## config.mk

```make
export PLATFORM = sky130hd
export DESIGN_NAME = response_statistics_engine_flat
export DESIGN_NICKNAME = d
export VERILOG_FILES = /design/src/rtl/response_statistics_if.sv /design/src/rtl/response_statistics_engine.sv /design/src/flat_wrapper.sv
export SDC_FILE = /design/constraint.sdc
export NUM_CORES = 2
export LEC_CHECK = 0
export ABC_CLOCK_PERIOD_IN_PS = 3000
export CORE_MARGIN = 4
export CORE_UTILIZATION = 36
export DETAILED_ROUTE_END_ITERATION = 16
export MAX_ROUTING_LAYER = met4
export PLACE_DENSITY = 0.61
export SLEW_MARGIN = 15
export SYNTH_ARGS = -nofsm -noshare
export SYNTH_HDL_FRONTEND = slang
export SYNTH_SLANG_ARGS = --single-unit
```

## constraint.sdc

```tcl
create_clock -name clock -period 3 [get_ports clock]
set_input_delay 0.3 -clock clock [delete_from_list [all_inputs] [get_ports clock]]
set_output_delay 0.3 -clock clock [all_outputs]
set_load 0.02 [all_outputs]
```

## src/rtl/response_statistics_if.sv

```systemverilog
`default_nettype none
// ============================================================================
// Module   : response_statistics_if
// Purpose  : Response-stream and MMIO-readback bus for response_statistics_engine.
// Revision : 1.0 - initial release
// ============================================================================
interface response_statistics_if #(
    parameter int NUM_CHANNELS = 4,
    parameter int COUNT_WIDTH  = 32
);
    localparam int c_ch_w = (NUM_CHANNELS > 1) ? $clog2(NUM_CHANNELS) : 1;

    logic                               enabled_in;
    logic                               clear_in;
    logic [NUM_CHANNELS-1:0]            response_valid_in;
    logic [NUM_CHANNELS-1:0][7:0]       response_code_in;
    logic [NUM_CHANNELS-1:0][7:0]       response_tag_cmd_type_in;
    logic                               rd_req_in;
    logic [c_ch_w-1:0]                  rd_channel_in;
    logic [3:0]                         rd_index_in;
    logic                               rd_valid_out;
    logic [COUNT_WIDTH-1:0]             rd_data_out;
    logic [NUM_CHANNELS-1:0]            overflow_out;

    modport master (
        output enabled_in, clear_in, response_valid_in, response_code_in,
               response_tag_cmd_type_in, rd_req_in, rd_channel_in, rd_index_in,
        input  rd_valid_out, rd_data_out, overflow_out
    );

    modport slave (
        input  enabled_in, clear_in, response_valid_in, response_code_in,
               response_tag_cmd_type_in, rd_req_in, rd_channel_in, rd_index_in,
        output rd_valid_out, rd_data_out, overflow_out
    );
endinterface
`default_nettype wire

```

## src/rtl/response_statistics_engine.sv

```systemverilog
`default_nettype none
// ============================================================================
// Module   : response_statistics_engine
// Purpose  : Per-channel PSL response-code counters with sticky overflow and a
//            registered indexed read port. Define RESP_STATS_SATURATE_EN for
//            saturating counters (default: wrapping).
// Revision : 1.0 - initial release
// ============================================================================
module response_statistics_engine #(
    parameter int NUM_CHANNELS = 4,
    parameter int COUNT_WIDTH  = 32
) (
    input  wire logic             clock,
    input  wire logic             rstn,
    response_statistics_if.slave  bus
);
    localparam int             c_ch_w        = (NUM_CHANNELS > 1) ? $clog2(NUM_CHANNELS) : 1;
    localparam int             c_num_idx     = 11;
    localparam logic [7:0]     c_resp_done    = 8'h00;
    localparam logic [7:0]     c_resp_aerror  = 8'h01;
    localparam logic [7:0]     c_resp_derror  = 8'h03;
    localparam logic [7:0]     c_resp_nlock   = 8'h04;
    localparam logic [7:0]     c_resp_nres    = 8'h05;
    localparam logic [7:0]     c_resp_flushed = 8'h06;
    localparam logic [7:0]     c_resp_fault   = 8'h07;
    localparam logic [7:0]     c_resp_failed  = 8'h08;
    localparam logic [7:0]     c_resp_paged   = 8'h0A;
    localparam logic [7:0]     c_cmd_restart  = 8'h01;
    localparam logic [7:0]     c_cmd_prefetch = 8'h02;

    logic                                enabled_q;
    logic [NUM_CHANNELS-1:0]             valid_q;
    logic [NUM_CHANNELS-1:0][7:0]        code_q;
    logic [NUM_CHANNELS-1:0][7:0]        cmd_q;
    logic [NUM_CHANNELS-1:0][c_num_idx-1:0] hit_d;
    logic [COUNT_WIDTH-1:0]              cnt_q [NUM_CHANNELS][c_num_idx];
    logic [NUM_CHANNELS-1:0]             overflow_q;
    logic                                rd_valid_q;
    logic [COUNT_WIDTH-1:0]              rd_data_q;
    logic [COUNT_WIDTH-1:0]              rd_data_d;

    // Stage 0/1: registered enable, then per-channel response capture.
    always_ff @(posedge clock or negedge rstn) begin
        if (!rstn) begin
            enabled_q <= 1'b0;
            valid_q   <= '0;
            code_q    <= '0;
            cmd_q     <= '0;
        end else begin
            enabled_q <= bus.enabled_in;
            for (int c = 0; c < NUM_CHANNELS; c++) begin
                if (enabled_q && bus.response_valid_in[c]) begin
                    valid_q[c] <= 1'b1;
                    code_q[c]  <= bus.response_code_in[c];
                    cmd_q[c]   <= bus.response_tag_cmd_type_in[c];
                end else begin
                    valid_q[c] <= 1'b0;
                    code_q[c]  <= '0;
                    cmd_q[c]   <= '0;
                end
            end
        end
    end

    // Stage 2 decode: one-hot counter select per channel; unknown codes select nothing.
    always_comb begin
        hit_d = '0;
        for (int c = 0; c < NUM_CHANNELS; c++) begin
            if (valid_q[c]) begin
                case (code_q[c])
                    c_resp_done: begin
                        if (cmd_q[c] == c_cmd_restart)       hit_d[c][1] = 1'b1;
                        else if (cmd_q[c] == c_cmd_prefetch) hit_d[c][2] = 1'b1;
                        else                                 hit_d[c][0] = 1'b1;
                    end
                    c_resp_flushed: hit_d[c][3]  = 1'b1;
                    c_resp_paged:   hit_d[c][4]  = 1'b1;
                    c_resp_aerror:  hit_d[c][5]  = 1'b1;
                    c_resp_derror:  hit_d[c][6]  = 1'b1;
                    c_resp_failed:  hit_d[c][7]  = 1'b1;
                    c_resp_fault:   hit_d[c][8]  = 1'b1;
                    c_resp_nres:    hit_d[c][9]  = 1'b1;
                    c_resp_nlock:   hit_d[c][10] = 1'b1;
                    default: ;
                endcase
            end
        end
    end

    // Clear takes priority over any increment landing on the same edge.
    always_ff @(posedge clock or negedge rstn) begin
        if (!rstn) begin
            for (int c = 0; c < NUM_CHANNELS; c++)
                for (int i = 0; i < c_num_idx; i++)
                    cnt_q[c][i] <= '0;
            overflow_q <= '0;
        end else if (bus.clear_in) begin
            for (int c = 0; c < NUM_CHANNELS; c++)
                for (int i = 0; i < c_num_idx; i++)
                    cnt_q[c][i] <= '0;
            overflow_q <= '0;
        end else begin
            for (int c = 0; c < NUM_CHANNELS; c++) begin
                for (int i = 0; i < c_num_idx; i++) begin
                    if (hit_d[c][i]) begin
                        if (&cnt_q[c][i]) overflow_q[c] <= 1'b1;
`ifdef RESP_STATS_SATURATE_EN
                        if (!(&cnt_q[c][i])) cnt_q[c][i] <= cnt_q[c][i] + COUNT_WIDTH'(1);
`else
                        cnt_q[c][i] <= cnt_q[c][i] + COUNT_WIDTH'(1);
`endif
                    end
                end
            end
        end
    end

    // Out-of-range channel or unmapped index falls through to zero.
    always_comb begin
        rd_data_d = '0;
        for (int c = 0; c < NUM_CHANNELS; c++)
            for (int i = 0; i < c_num_idx; i++)
                if (bus.rd_channel_in == c_ch_w'(c) && bus.rd_index_in == 4'(i))
                    rd_data_d = cnt_q[c][i];
    end

    always_ff @(posedge clock or negedge rstn) begin
        if (!rstn) begin
            rd_valid_q <= 1'b0;
            rd_data_q  <= '0;
        end else begin
            rd_valid_q <= bus.rd_req_in;
            if (bus.rd_req_in) rd_data_q <= rd_data_d;
        end
    end

    assign bus.rd_valid_out = rd_valid_q;
    assign bus.rd_data_out  = rd_data_q;
    assign bus.overflow_out = overflow_q;

endmodule
`default_nettype wire

```

## src/flat_wrapper.sv

```systemverilog
// flat-port wrapper written by rule: the top's interface ports become plain ports
module response_statistics_engine_flat 
#(
    parameter int NUM_CHANNELS = 4,
    parameter int COUNT_WIDTH  = 32
)
  (clock, rstn, bus_enabled_in, bus_clear_in, bus_response_valid_in, bus_response_code_in, bus_response_tag_cmd_type_in, bus_rd_req_in, bus_rd_channel_in, bus_rd_index_in, bus_rd_valid_out, bus_rd_data_out, bus_overflow_out);
  response_statistics_if #(.NUM_CHANNELS(NUM_CHANNELS), .COUNT_WIDTH(COUNT_WIDTH)) bus_i ();
  input  wire logic clock;
  input  wire logic rstn;
  input wire logic [$bits(bus_i.enabled_in)-1:0] bus_enabled_in;
  input wire logic [$bits(bus_i.clear_in)-1:0] bus_clear_in;
  input wire logic [$bits(bus_i.response_valid_in)-1:0] bus_response_valid_in;
  input wire logic [$bits(bus_i.response_code_in)-1:0] bus_response_code_in;
  input wire logic [$bits(bus_i.response_tag_cmd_type_in)-1:0] bus_response_tag_cmd_type_in;
  input wire logic [$bits(bus_i.rd_req_in)-1:0] bus_rd_req_in;
  input wire logic [$bits(bus_i.rd_channel_in)-1:0] bus_rd_channel_in;
  input wire logic [$bits(bus_i.rd_index_in)-1:0] bus_rd_index_in;
  output wire logic [$bits(bus_i.rd_valid_out)-1:0] bus_rd_valid_out;
  output wire logic [$bits(bus_i.rd_data_out)-1:0] bus_rd_data_out;
  output wire logic [$bits(bus_i.overflow_out)-1:0] bus_overflow_out;
  assign bus_i.enabled_in = bus_enabled_in;
  assign bus_i.clear_in = bus_clear_in;
  assign bus_i.response_valid_in = bus_response_valid_in;
  assign bus_i.response_code_in = bus_response_code_in;
  assign bus_i.response_tag_cmd_type_in = bus_response_tag_cmd_type_in;
  assign bus_i.rd_req_in = bus_rd_req_in;
  assign bus_i.rd_channel_in = bus_rd_channel_in;
  assign bus_i.rd_index_in = bus_rd_index_in;
  assign bus_rd_valid_out = bus_i.rd_valid_out;
  assign bus_rd_data_out = bus_i.rd_data_out;
  assign bus_overflow_out = bus_i.overflow_out;
  response_statistics_engine #(.NUM_CHANNELS(NUM_CHANNELS), .COUNT_WIDTH(COUNT_WIDTH)) u_core (.clock(clock), .rstn(rstn), .bus(bus_i));
endmodule
```

==> impl_metrics.json <==
{
  "grt_busiest_layer": "met2",
  "cp_max_fo": 8,
  "place_ws_ns": -1.258,
  "register_area_um2": 37890,
  "core_region_area_um2": 230600,
  "dp_hpwl_um": 322900,
  "cts_tree": "done",
  "maxSlewViolCount": 0,
  "swShare_pct": 25.86,
  "grtUsageTotal_pct": 33.88,
  "clockRootBuffer": "clkbuf_16",
  "die_h_um": 489.8,
  "critPathArrivalTime_ns": 3.90,
  "async_flop_share_pct": 100.0,
  "grt_max_degree": 129,
  "clkPwrFrac_pct": 48.5,
  "critPathLaunchType": "input port",
  "cts.sinks": 1514,
  "setup_violations": 5,
  "synth_warnings": 0,
  "synth_cell_types": 90,
  "synth_area_leader_cell": "dfrtp_1",
  "clock_latency_ns": 0.87,
  "fin_cells": 13671,
  "routed-via-count": 81818,
  "setup_slack_ns": -0.1183,
  "p_per_area_nw_per_um2": 450.0,
  "rsz0062_at_grt": "true",
  "h-tree-depth": 4,
  "syn-instance-count": 9363,
  "fin_util_pct": 45.22,
  "use_met3_pct": 5.623,
  "drcViolationCount": 0,
  "grt_use_met1_pct": 45.00,
  "synth_area_um2": 83560,
  "grt_util_met2_pct": 50.35,
  "hold_violations": 0,
  "area_growth_pct": 24.78,
  "grt_pass1_vias": 77187,
  "clockBufferDepth": 3,
  "post_dp_cell_area_um2": 97530,
  "netlist_top_cells_area": "dfrtp_1, xor2_1, nor2_1",
  "fp.dieW_um": 489.8,
  "boundaryPins": 116,
  "antenna_found_initial": 36,
  "power.switching_mw": 12.13,
  "status": "finished, violations left",
  "clock_skew_ns": 0.03824,
  "min_path_type": "in -> reg",
  "stdcell_area_um2": 104300,
  "drt_iter0_markers": 10412,
  "drtAntennaViolNets": 0,
  "nets": 10596,
  "wirelength_um": 402100,
  "ir_drop_mv": 0.5245,
  "syn-num-nets": 9486,
  "synth_seq_area_share_pct": 45.34,
  "synth_edf_count": 0,
  "period_needed_ns": 3.118,
  "die_area_um2": 239900,
  "tightest_slew_ns": 1.063,
  "setup.worst_path.class": "in -> reg",
  "dpl.cell_count": 13281,
  "yosys.area.top_type_share_pct": 45.34,
  "violations": "negative setup slack",
  "drive_above_1_share_pct": 15.84,
  "fillers": 22357,
  "wl_per_cell_um": 29.41,
  "maxCapViolCount": 0,
  "grt_overflow_total": 0,
  "numCtsBuffers": 180,
  "multi_input_area_um2": 44000,
  "grt_pass1_wl_um": 571900,
  "fmax_mhz": 320.7,
  "row_count": 176,
  "post-route-period-util_pct": 103.9,
  "synth-seq-cells": 1514,
  "io_buffers": 115,
  "crit_required_ns": 3.78,
  "holdWs_ns": 0.04340,
  "drt_first_pass_iters": 9,
  "end_kind": "register",
  "avgSynthCellArea_um2": 8.924,
  "initial_utilization_pct": 36.24,
  "total_power_mw": 46.92,
  "comb_power_share_pct": 7.3,
  "internal_power_mw": 34.79,
  "power_leakage_nw": 44.52,
  "vias_per_cell": 5.985,
  "pwr-share-seq_pct": 44.2,
  "clk_pin_slew_worst_paths_ns": 0.06,
  "place_congestion": 1.083,
  "synth-main-ff-cell": "dfrtp_1",
  "slew_headroom_pct": 27.32,
  "finalSetupTns_ns": -0.2661
}
[critical path: stages]
cell             delay, ns
clkdlybuf4s50_1       0.44
buf_12                0.16
buf_4                 0.18
and2_1                0.28
nand2_1               0.18
buf_4                 0.20
buf_4                 0.17
o22ai_1               0.17
or3_1                 0.56
a31oi_1               0.74
a2111oi_4             0.14
buf_4                 0.20
o21ai_0               0.15
[flip-flops by register name (all words and copies together) (netlist names)]
signal / flops
u_core.enabled_q: 1
u_core.bus.rd_data_out: 32
u_core.bus.rd_valid_out: 1
u_core.bus.overflow_out: 4
u_core.cnt_q: 1408
u_core.code_q: 32
u_core.cmd_q: 32
u_core.valid_q: 4
[per-layer routing]
layer  routed length [um]  vias to the layer above
li1                     -                    35717
met1               169000                    41388
met2               177400                     3900
met3                32050                      813
met4                23690                        0
met5                    0                        -
[cell usage in the layout, fill, tap and decap left out, types with 181 or more instances in the layout]
cell type / n
nor2_1: 1599
dfrtp_1: 1513
buf_4: 1129
xor2_1: 755
nand2_1: 690
nand3_1: 559
xnor2_1: 430
and3_1: 365
nand4_1: 358
o21ai_0: 318
a21oi_1: 287
or3_1: 235
nor3_1: 195
clkbuf_16: 181
[synthesized netlist by cell type, drive strengths merged (11+ instances only)]
cell type / number
a2111oi: 28
a211oi: 21
a21o: 13
a21oi: 288
a221o: 19
a221oi: 50
a222oi: 31
a22o: 21
a22oi: 172
a31oi: 64
a41oi: 11
and2: 67
and3: 365
and4: 140
buf: 39
clkbuf: 413
dfrtp: 1514
ha: 44
inv: 115
mux2i: 43
nand2: 690
nand2b: 17
nand3: 560
nand3b: 13
nand4: 358
nor2: 1627
nor2b: 20
nor3: 204
nor3b: 19
nor4: 122
nor4b: 28
nor4bb: 13
o2111ai: 25
o211ai: 44
o21ai: 322
o221ai: 25
o22ai: 177
o31ai: 11
or2: 30
or3: 237
or4: 34
xnor2: 430
xor2: 755
[power by group through the flow]
| stage | sequential [mW] | combinational (mW) | clock [mW] |
|---|---|---|---|
| after CTS | 20.7 | 3.38 | 23.2 |
| after global placement | 21.1 | 3.31 | 0 |
| final | 20.8 | 3.41 | 22.8 |
| after global routing | 20.7 | 3.58 | 23.9 |
| after detailed placement | 21.1 | 3.33 | 0 |
| after floorplan | 21.0 | 0.983 | 0 |
[logic make-up (layout without fill, tap and decap cells)]
logic type | count (synthesis) | count (layout) | share of synthesized area [%]
AO/OA/AOI/OAI | 1421 | 1421 | 11.18
multiplexers | 46 | 46 | 0.5555
XOR/XNOR | 1185 | 1185 | 12.42
other | 0 | 26 | 0
AND/OR/NAND/NOR | 4584 | 4584 | 27.25
flip-flops | 1514 | 1514 | 45.34
adder cells (fa/ha/maj) | 44 | 44 | 0.6589
buffers and inverters | 569 | 1825 | 2.594
[final timing paths]
kind,from,end,slack (ns),cells past startpoint
worst max-delay path,bus_rd_channel_in[0],u_core.bus.rd_data_out[28],-0.12,13
worst min-delay path,bus_response_code_in[9],u_core.code_q[9],0.04,2
worst max register to register,u_core.code_q[28],u_core.bus.overflow_out[3],0.07,10
worst min register to register,u_core.cnt_q[731],u_core.cnt_q[731],0.56,2
max in group asynchronous,rstn,u_core.cnt_q[521],1.78,3
min in group asynchronous,rstn,u_core.cnt_q[320],0.07,2
[final cells by class]
class                      count  share of cell area, %
antenna                       26                0.06240
clock buffer                 266                  5.015
clock inverter                62                 0.8220
inverter                     117                 0.4212
multi-input combinational   7280                  42.20
sequential                  1514                  36.34
tap                         3026                  3.631
timing repair buffer        1380                  11.51
[timing repair]
action | CTS | global route
pin swaps | 4 | 5
cloned | 0 | 0
buffers inserted | 0 | 2
gates resized for setup | 15 | 28
endpoints found under the setup margin | 16 | 67
endpoints found under the hold margin | 861 | 0
hold buffers | 34 | 0
Power figures use the tool's default switching activity.
